$ cat config.mk
export PLATFORM = sky130hd
export DESIGN_NAME = xg_mem_arbiter
export DESIGN_NICKNAME = d
export VERILOG_FILES = /design/src/rtl/xg_mem_arbiter.sv
export SDC_FILE = /design/constraint.sdc
export NUM_CORES = 1
export LEC_CHECK = 0
export ABC_AREA = 0
export BUFFER_PORTS_ARGS = -buffer_cell sky130_fd_sc_hd__buf_2
export CAP_MARGIN = 20
export CORE_UTILIZATION = 25
export DETAILED_ROUTE_END_ITERATION = 7
export PLACE_DENSITY_LB_ADDON = 0.1
export SYNTH_ARGS = -nofsm -noshare
export SYNTH_HDL_FRONTEND = slang
export SYNTH_SLANG_ARGS = --single-unit
$ cat constraint.sdc
create_clock -name clk -period 1.3 [get_ports clk]
set_input_delay 0.065 -clock clk [delete_from_list [all_inputs] [get_ports clk]]
set_output_delay 0.065 -clock clk [all_outputs]
set_load 0.01 [all_outputs]
$ cat src/rtl/xg_mem_arbiter.sv
// xg_mem_arbiter: shares one single-port fixed-latency memory between the IF
// and MEM stages. One transaction outstanding at a time; the response is
// registered and pulsed back to the owning stage MEM_LAT+1 cycles after grant.
// Optional feature: define ARB_RR_EN to alternate contested grants between
// fetch and data; otherwise data always wins when both request.
module xg_mem_arbiter #(
    parameter int ADDR_W  = 32,
    parameter int DATA_W  = 32,
    parameter int MEM_LAT = 2
) (
    input  logic                  clk,
    input  logic                  reset,
    input  logic                  if_req,
    input  logic [ADDR_W-1:0]     if_addr,
    output logic                  if_gnt,
    output logic                  if_rvalid,
    output logic [DATA_W-1:0]     if_rdata,
    input  logic                  d_req,
    input  logic                  d_we,
    input  logic [DATA_W/8-1:0]   d_be,
    input  logic [ADDR_W-1:0]     d_addr,
    input  logic [DATA_W-1:0]     d_wdata,
    output logic                  d_gnt,
    output logic                  d_rvalid,
    output logic [DATA_W-1:0]     d_rdata,
    output logic                  m_req,
    output logic                  m_we,
    output logic [DATA_W/8-1:0]   m_be,
    output logic [ADDR_W-1:0]     m_addr,
    output logic [DATA_W-1:0]     m_wdata,
    input  logic [DATA_W-1:0]     m_rdata,
    output logic                  stallF,
    output logic                  stallM
);

    localparam int CNT_W = (MEM_LAT > 1) ? $clog2(MEM_LAT) : 1;
    localparam logic [CNT_W-1:0] CNT_INIT = CNT_W'(MEM_LAT - 1);

    localparam logic [0:0] ST_IDLE = 1'b0;
    localparam logic [0:0] ST_BUSY = 1'b1;

    localparam logic OWN_IF = 1'b0;
    localparam logic OWN_D  = 1'b1;

    if (MEM_LAT < 1) begin : g_lat_check
        $error("xg_mem_arbiter: MEM_LAT must be >= 1");
    end

    logic [0:0]        state_q, state_d;
    logic [CNT_W-1:0]  cnt_q, cnt_d;
    logic              owner_q, owner_d;
    logic              store_q, store_d;
    logic              if_rvalid_q, if_rvalid_d;
    logic              d_rvalid_q, d_rvalid_d;
    logic [DATA_W-1:0] if_rdata_q, if_rdata_d;
    logic [DATA_W-1:0] d_rdata_q, d_rdata_d;
`ifdef ARB_RR_EN
    logic              last_win_q, last_win_d;
`endif

    logic if_pend, d_pend, grant_if, grant_d;

    // A request still high during its own rvalid cycle is the completed one,
    // not a new one, so it is masked out of arbitration for that cycle.
    assign if_pend = if_req & ~if_rvalid_q;
    assign d_pend  = d_req  & ~d_rvalid_q;

    // Pick the winner in IDLE and drive its command onto the memory port.
    always_comb begin
        grant_if = 1'b0;
        grant_d  = 1'b0;
        if (!reset && state_q == ST_IDLE) begin
`ifdef ARB_RR_EN
            if (if_pend && d_pend) begin
                grant_d  = (last_win_q == OWN_IF);
                grant_if = (last_win_q == OWN_D);
            end else begin
                grant_d  = d_pend;
                grant_if = if_pend;
            end
`else
            grant_d  = d_pend;
            grant_if = if_pend & ~d_pend;
`endif
        end
        m_req   = grant_if | grant_d;
        m_we    = grant_d & d_we;
        m_be    = grant_d ? d_be : '0;
        m_addr  = grant_d ? d_addr : (grant_if ? if_addr : '0);
        m_wdata = grant_d ? d_wdata : '0;
    end

    // Transaction sequencing: latch owner on issue, count down, return data.
    always_comb begin
        state_d     = state_q;
        cnt_d       = cnt_q;
        owner_d     = owner_q;
        store_d     = store_q;
        if_rvalid_d = 1'b0;
        d_rvalid_d  = 1'b0;
        if_rdata_d  = if_rdata_q;
        d_rdata_d   = d_rdata_q;
`ifdef ARB_RR_EN
        last_win_d  = last_win_q;
`endif
        if (state_q == ST_IDLE) begin
            if (grant_if || grant_d) begin
                state_d = ST_BUSY;
                cnt_d   = CNT_INIT;
                owner_d = grant_d ? OWN_D : OWN_IF;
                store_d = grant_d & d_we;
`ifdef ARB_RR_EN
                if (if_pend && d_pend) begin
                    last_win_d = grant_d ? OWN_D : OWN_IF;
                end
`endif
            end
        end else begin
            if (cnt_q == '0) begin
                state_d = ST_IDLE;
                if (owner_q == OWN_D) begin
                    d_rvalid_d = 1'b1;
                    if (!store_q) begin
                        d_rdata_d = m_rdata;
                    end
                end else begin
                    if_rvalid_d = 1'b1;
                    if_rdata_d  = m_rdata;
                end
            end else begin
                cnt_d = cnt_q - CNT_W'(1);
            end
        end
    end

    // State registers with synchronous reset; reset abandons any transaction.
    always_ff @(posedge clk) begin
        if (reset) begin
            state_q     <= ST_IDLE;
            cnt_q       <= '0;
            owner_q     <= OWN_IF;
            store_q     <= 1'b0;
            if_rvalid_q <= 1'b0;
            d_rvalid_q  <= 1'b0;
            if_rdata_q  <= '0;
            d_rdata_q   <= '0;
`ifdef ARB_RR_EN
            last_win_q  <= OWN_IF;
`endif
        end else begin
            state_q     <= state_d;
            cnt_q       <= cnt_d;
            owner_q     <= owner_d;
            store_q     <= store_d;
            if_rvalid_q <= if_rvalid_d;
            d_rvalid_q  <= d_rvalid_d;
            if_rdata_q  <= if_rdata_d;
            d_rdata_q   <= d_rdata_d;
`ifdef ARB_RR_EN
            last_win_q  <= last_win_d;
`endif
        end
    end

    assign if_gnt    = grant_if;
    assign d_gnt     = grant_d;
    assign if_rvalid = if_rvalid_q;
    assign d_rvalid  = d_rvalid_q;
    assign if_rdata  = if_rdata_q;
    assign d_rdata   = d_rdata_q;
    assign stallF    = ~reset & if_req & ~if_rvalid_q;
    assign stallM    = ~reset & d_req & ~d_rvalid_q;

endmodule

# == After elaboration in Yosys (flattened, before gate mapping) ==
# Cells that the tools add are included.
# totals
output_inout_bits,140
register_bits,70
ram_bits,0
rom_bits,0
inputBits,137
latchBits,0
mem_count,0
wordCells,49
# classes
muxes,15
n_div,0
n_reduce_logical,8
mul,0
bitwise,17
eq_ne,0
add_sub_neg,1
shifts,0
magnitude_cmp,0
# op_table
operator,count
2-to-1 mux 32 bit,3
2-to-1 mux 1 bit,11
AND 1 bit,8
inverter 1 bit,8
2-to-1 mux 4 bit,1
AND reduction 4 bit,1
AND reduction 3 bit,1
OR reduction 3 bit,1
AND reduction 2 bit,1
nonzero test 2 bit,1
logical AND 1 bit,1
logical NOT 1 bit,1
logical OR 1 bit,1
OR 1 bit,1
subtractor 1 bit (second input constant),1

# == Longest topological paths before layout ==
# logic_depth
ltp_word,8
ltp_mapped,6
mapped_depth_nobuf,3

# == Least setup slack after synthesis ==
# No wires, ideal clock.
# synth_path
path_kind,reg-to-output
startpoint,register d_rvalid_q (netlist: d_rvalid)
endpoint,output port m_addr[23]
path_stages_with_launch,5
required_ns,1.235
slack_ns,-0.140
n_path_buf,1
arrival_ns,1.375
cell_sequence,dfxtp_1 nor2b_1 nor4_4 buf_2 a22o_1
# synth_between
elab_chain_len,7
word_cells_on_any_way,8
cone_classes,mux (4); bitwise (4)
# synth_lines
element,line,source
from (decl),54,"logic d_rvalid_q, d_rvalid_d;"
from (signal assigned),156,d_rvalid_q <= d_rvalid_d;
inverter 1 bit,66,assign d_pend = d_req & ~d_rvalid_q;
AND 1 bit,66,
inverter 1 bit,83,grant_if = if_pend & ~d_pend;
AND 1 bit,83,
2-to-1 mux 1 bit,72,if (!reset && state_q == ST_IDLE) begin
net if_gnt,15,"output logic if_gnt,"
2-to-1 mux 32 bit (2 in series),89,m_addr = grant_d ? d_addr : (grant_if ? if_addr : '0);
to (decl),29,"output logic [ADDR_W-1:0] m_addr,"
# The timed path passes the listed nets, and every way through them passes these cells.

# == Worst setup path after layout ==
# layout_path
startpoint,register d_rvalid_q (netlist: d_rvalid)
endpoint,output port m_addr[4]
# layout_between
elab_chain_len,7
word_cells_on_any_way,8
cone_classes,mux (4); bitwise (4)
# layout_lines
element,line
inverter 1 bit (*),66
AND 1 bit (*),66
inverter 1 bit,83
AND 1 bit,83
2-to-1 mux 1 bit,72
2-to-1 mux 32 bit,89
2-to-1 mux 32 bit (*),89
# Every way passes the cells marked *; elsewhere a longest branch is shown, timed or not.

==> impl_metrics.xml <==
<?xml version="1.0" encoding="UTF-8"?>
<metrics>
  <group name="pwr">
    <metric name="leakage" unit="nW">3.317</metric>
    <metric name="power_density_over_cell_area" unit="nW/um2">1013</metric>
    <metric name="peakVddDrop" unit="mV">0.7096</metric>
  </group>
  <group name="critical_path">
    <metric name="ff2ff_setup_slack" unit="ns">-0.13</metric>
    <metric name="worst-endpoint-arrival" unit="ns">1.61</metric>
    <metric name="worstSetupPathType" unit="">reg -&gt; out</metric>
    <metric name="critical_path.slowest_cell" unit="">dfxtp_4</metric>
    <metric name="worstPathBufferInverterCount" unit="">4</metric>
    <metric name="cpLargestDelayFamily" unit="">buffers and inverters</metric>
    <metric name="worst-r2r-cell-count" unit="">8</metric>
    <metric name="path_cells" unit="">nor4b_4 &gt; buf_6 &gt; buf_12 &gt; buf_16 &gt; a22o_1 &gt; buf_2</metric>
    <metric name="critical_path.endpoint_type" unit="">output port</metric>
    <metric name="regToRegEndpoint" unit="">store_q$_SDFFE_PP0P_</metric>
    <metric name="timing.critical_path.fanout_max" unit="">7</metric>
    <metric name="max_incr_delay_on_cp" unit="ns">0.36</metric>
    <metric name="critPathLaunchType" unit="">flop</metric>
    <metric name="required" unit="ns">1.24</metric>
    <metric name="r2r_start" unit="">d_rvalid$_SDFF_PP0_</metric>
  </group>
  <group name="cells_and_area">
    <metric name="area_growth_syn_to_layout" unit="%">110.2</metric>
    <metric name="antennaDiodeCount" unit="">0</metric>
    <metric name="share_of_cells_above_drive_strength_1" unit="%">62.82</metric>
    <metric name="final_cell_count_no_fill" unit="">841</metric>
    <metric name="postLayoutCellArea" unit="um2">6466</metric>
    <metric name="nNetsFinal" unit="">826</metric>
  </group>
  <group name="placement">
    <metric name="port_buffers" unit="">276</metric>
    <metric name="detailedPlacementHpwl" unit="mm">9.313</metric>
    <metric name="placement.cell_area" unit="um2">4762</metric>
    <metric name="post-place-ws" unit="ns">-0.1992</metric>
    <metric name="post-place-cells" unit="">768</metric>
    <metric name="globalplace.congestion" unit="">0.9549</metric>
  </group>
  <group name="cts">
    <metric name="depth_of_the_cts_h_tree" unit="">3</metric>
    <metric name="cts_max_path_buffers" unit="">2</metric>
    <metric name="clock-sinks" unit="">70</metric>
    <metric name="insertion_delay" unit="ns">0.32</metric>
    <metric name="clk_root_buffer_cell" unit="">clkbuf_16</metric>
    <metric name="cts_tree" unit="">built</metric>
    <metric name="clkSlewWorstSetupHoldPaths" unit="ns">0.05</metric>
    <metric name="cts_made_buffers" unit="">9</metric>
  </group>
  <group name="logic_synthesis">
    <metric name="netlist_instances" unit="">354</metric>
    <metric name="synth_xor_area_share" unit="%">0</metric>
    <metric name="synth_sequential_area_ratio" unit="%">45.55</metric>
    <metric name="post-synth-top-area-cell" unit="">dfxtp_1</metric>
    <metric name="avgSynthCellArea" unit="um2">8.691</metric>
    <metric name="share_of_synthesized_cell_area_in_and_or_nand_and_nor_gates" unit="%">24.44</metric>
    <metric name="yosysWarnings" unit="">0</metric>
    <metric name="synth_mux_area_share" unit="%">10.41</metric>
    <metric name="post_synth_fa_ha_maj_area_fraction" unit="%">0</metric>
    <metric name="synth.net_count" unit="">491</metric>
    <metric name="main_combinational_cell_family_by_area_after_synthesis" unit="">simple AND/OR/NAND/NOR gates</metric>
    <metric name="dominantRegCellSynth" unit="">dfxtp_1</metric>
    <metric name="async_flop_share" unit="%">0</metric>
    <metric name="synth_top_cell_area_share" unit="%">45.55</metric>
    <metric name="synth.lib_cells_used.distinct" unit="">23</metric>
    <metric name="yosys-top-cells-area" unit="">dfxtp_1 46%, mux2i_1 10%, a22o_1 9.1%</metric>
    <metric name="synth_compound_area_share" unit="%">14.60</metric>
    <metric name="number_of_synthesized_register_bits" unit="">70</metric>
    <metric name="most_frequent_cell_after_synthesis" unit="">dfxtp_1</metric>
    <metric name="synth_enable_flop_cells" unit="">0</metric>
    <metric name="synthTopCellsByCount" unit="">70 x dfxtp_1, 66 x nand2_1, 36 x and2_1</metric>
    <metric name="mappedNetlistArea" unit="um2">3077</metric>
  </group>
  <group name="floorplan">
    <metric name="floorplan.die.height" unit="um">112.9</metric>
    <metric name="fp.dieArea" unit="um2">12750</metric>
    <metric name="initial_cell_density_of_the_core" unit="%">25.61</metric>
    <metric name="floorplan.die.width" unit="um">112.9</metric>
    <metric name="floorplan.core_area" unit="um2">12010</metric>
    <metric name="num_io_pins" unit="">277</metric>
    <metric name="rows" unit="">40</metric>
  </group>
  <group name="global_routing">
    <metric name="grt_pass1_vias" unit="">3706</metric>
    <metric name="grt_max_degree" unit="">28</metric>
    <metric name="antenna_found_initial" unit="">0</metric>
    <metric name="global_route_wire_length_before_repair" unit="mm">20.24</metric>
    <metric name="global_routing_usage_summed_across_all_routing_layers" unit="%">20.74</metric>
    <metric name="grt.overflow.total" unit="">0</metric>
  </group>
  <group name="detailed_routing">
    <metric name="drt_wl_total" unit="mm">14.17</metric>
    <metric name="via_count" unit="">3857</metric>
    <metric name="routed_via_density" unit="">4.586</metric>
    <metric name="drt-initial-drc-count" unit="">123</metric>
    <metric name="first_pass_detailed_route_iteration_total" unit="">4</metric>
    <metric name="residual_antenna_violating_net_count_after_detailed_routing" unit="">0</metric>
    <metric name="drt-wirelength-per-cell" unit="um">16.85</metric>
    <metric name="drc" unit="">0</metric>
  </group>
  <group name="worst_hold_path">
    <metric name="min_delay_worst_endpoint" unit="">d_rdata[22]$_SDFFE_PP0P_</metric>
    <metric name="worstHoldPathType" unit="">in -&gt; reg</metric>
    <metric name="min_from" unit="">m_rdata[22]</metric>
    <metric name="worst_hold_path.num_cells" unit="">3</metric>
  </group>
  <group name="timing">
    <metric name="fin_setup_tns" unit="ns">-27.33</metric>
    <metric name="final_min_period_over_clock_period" unit="%">128.8</metric>
    <metric name="setup_violations" unit="">135</metric>
    <metric name="slew_viol_final" unit="">0</metric>
    <metric name="tightest_pin_transition" unit="ns">0.3608</metric>
    <metric name="timing.fmax" unit="MHz">597.3</metric>
    <metric name="rsz0062_at_grt" unit="">yes</metric>
    <metric name="max_slew_margin" unit="%">75.95</metric>
    <metric name="worst_clock_skew" unit="ns">0.006358</metric>
    <metric name="finalWorstPathRequiredPeriod" unit="ns">1.674</metric>
    <metric name="final_hold_viol_count" unit="">0</metric>
    <metric name="finalWorstSetupSlack" unit="ns">-0.3743</metric>
  </group>
  <group name="run_status">
    <metric name="violations" unit="">negative setup slack</metric>
    <metric name="status" unit="">finished with violations</metric>
  </group>
  <group name="job">
    <metric name="drv_cap" unit="">0</metric>
  </group>
</metrics>
==> tightest hold or removal path, cell delays in order <==
cell	delay, ns
buf_2	0.13
nand2_4	0.06
a21oi_2	0.04
==> cells by family (layout without fill, tap and decap cells) <==
family | after synthesis | count (layout)
AND/OR/NAND/NOR | 154 | 154
flip-flops | 70 | 70
AO/OA/AOI/OAI | 65 | 65
buffers and inverters | 33 | 373
multiplexers | 32 | 32
==> how the worst max path moves through the flow <==
stage,from,to,slack [ns],cells after the start
after floorplan,d_rvalid$_SDFF_PP0_,m_addr[10],-0.03,4
after global placement,state_q$_SDFF_PP0_,m_addr[16],-0.15,5
after detailed placement,state_q$_SDFF_PP0_,if_rdata[30]$_SDFFE_PP0P_,-0.20,4
after CTS,d_rvalid$_SDFF_PP0_,m_wdata[25],-0.42,6
after global routing,d_rvalid$_SDFF_PP0_,m_addr[14],-0.44,6
final,d_rvalid$_SDFF_PP0_,m_addr[4],-0.37,6
==> sequential cells by signal, summed over array words and instances (netlist names) <==
register   flops
d_rvalid       1
if_rdata      32
cnt_q          1
owner_q        1
if_rvalid      1
d_rdata       32
state_q        1
store_q        1
==> stage by stage <==
stage | hold slack [ns] | power, mW | util, %
CTS | 0.006494 | 6.550 | 50.48
global route | 0.02387 | 6.839 | 53.83
global placement | 0.2844 | 3.474 | 39.65
finish | 0.02377 | 6.549 | 53.83
detailed placement | 0.2937 | 3.484 | 39.65
floorplan | 0.1861 | 2.929 | -
==> cell usage in the layout (no fill, tap or decap), types with 6 or more instances in the layout <==
cell	Yosys	final
a21oi_2	0	27
a22o_1	32	31
and2_1	36	13
and2_4	0	23
buf_12	0	10
buf_2	12	247
buf_4	4	17
buf_6	0	38
buf_8	0	6
clkbuf_16	0	11
dfxtp_1	70	67
dlygate4sd3_1	0	30
mux2i_1	32	30
nand2_1	66	37
nand2_4	0	27
nor2_1	35	35
==> layer usage <==
| layer | routed length, um | up-vias | track usage, % | part of all wire, % |
|---|---|---|---|---|
| met3 | 1149 | 13 | 5.410 | 8.1 |
| met2 | 7245 | 175 | 37.74 | 51 |
| li1 | - | 1859 | - | - |
| met5 | 0 | - | 0 | 0 |
| met1 | 5624 | 1810 | 24.26 | 40 |
| met4 | 155 | 0 | 4.912 | 1.1 |
==> area by class of cell <==
class / count / area (um2)
clock buffer: 11 / 242.7
clock inverter: 5 / 82.58
fill: 1123 / 5545
inverter: 2 / 7.507
multi-input combinational: 251 / 1969
sequential: 70 / 1410
tap: 147 / 183.9
timing repair buffer: 355 / 2570
==> power by group <==
group / switching, mW / internal, mW / total [mW]
Sequential: 0.0646 / 2.25 / 2.31
Clock: 0.900 / 1.73 / 2.63
Combinational: 0.724 / 0.878 / 1.60
Total: 1.69 / 4.86 / 6.55
==> what timing repair did <==
item	4_1_cts	5_1_grt
gates resized for setup	76	117
hold endpoints to repair	50	0
setup buffers	17	3
pin swaps	10	64
hold buffers	30	0
endpoints found under the setup margin	139	140
cloned	10	4
Power figures use the tool's default switching activity.
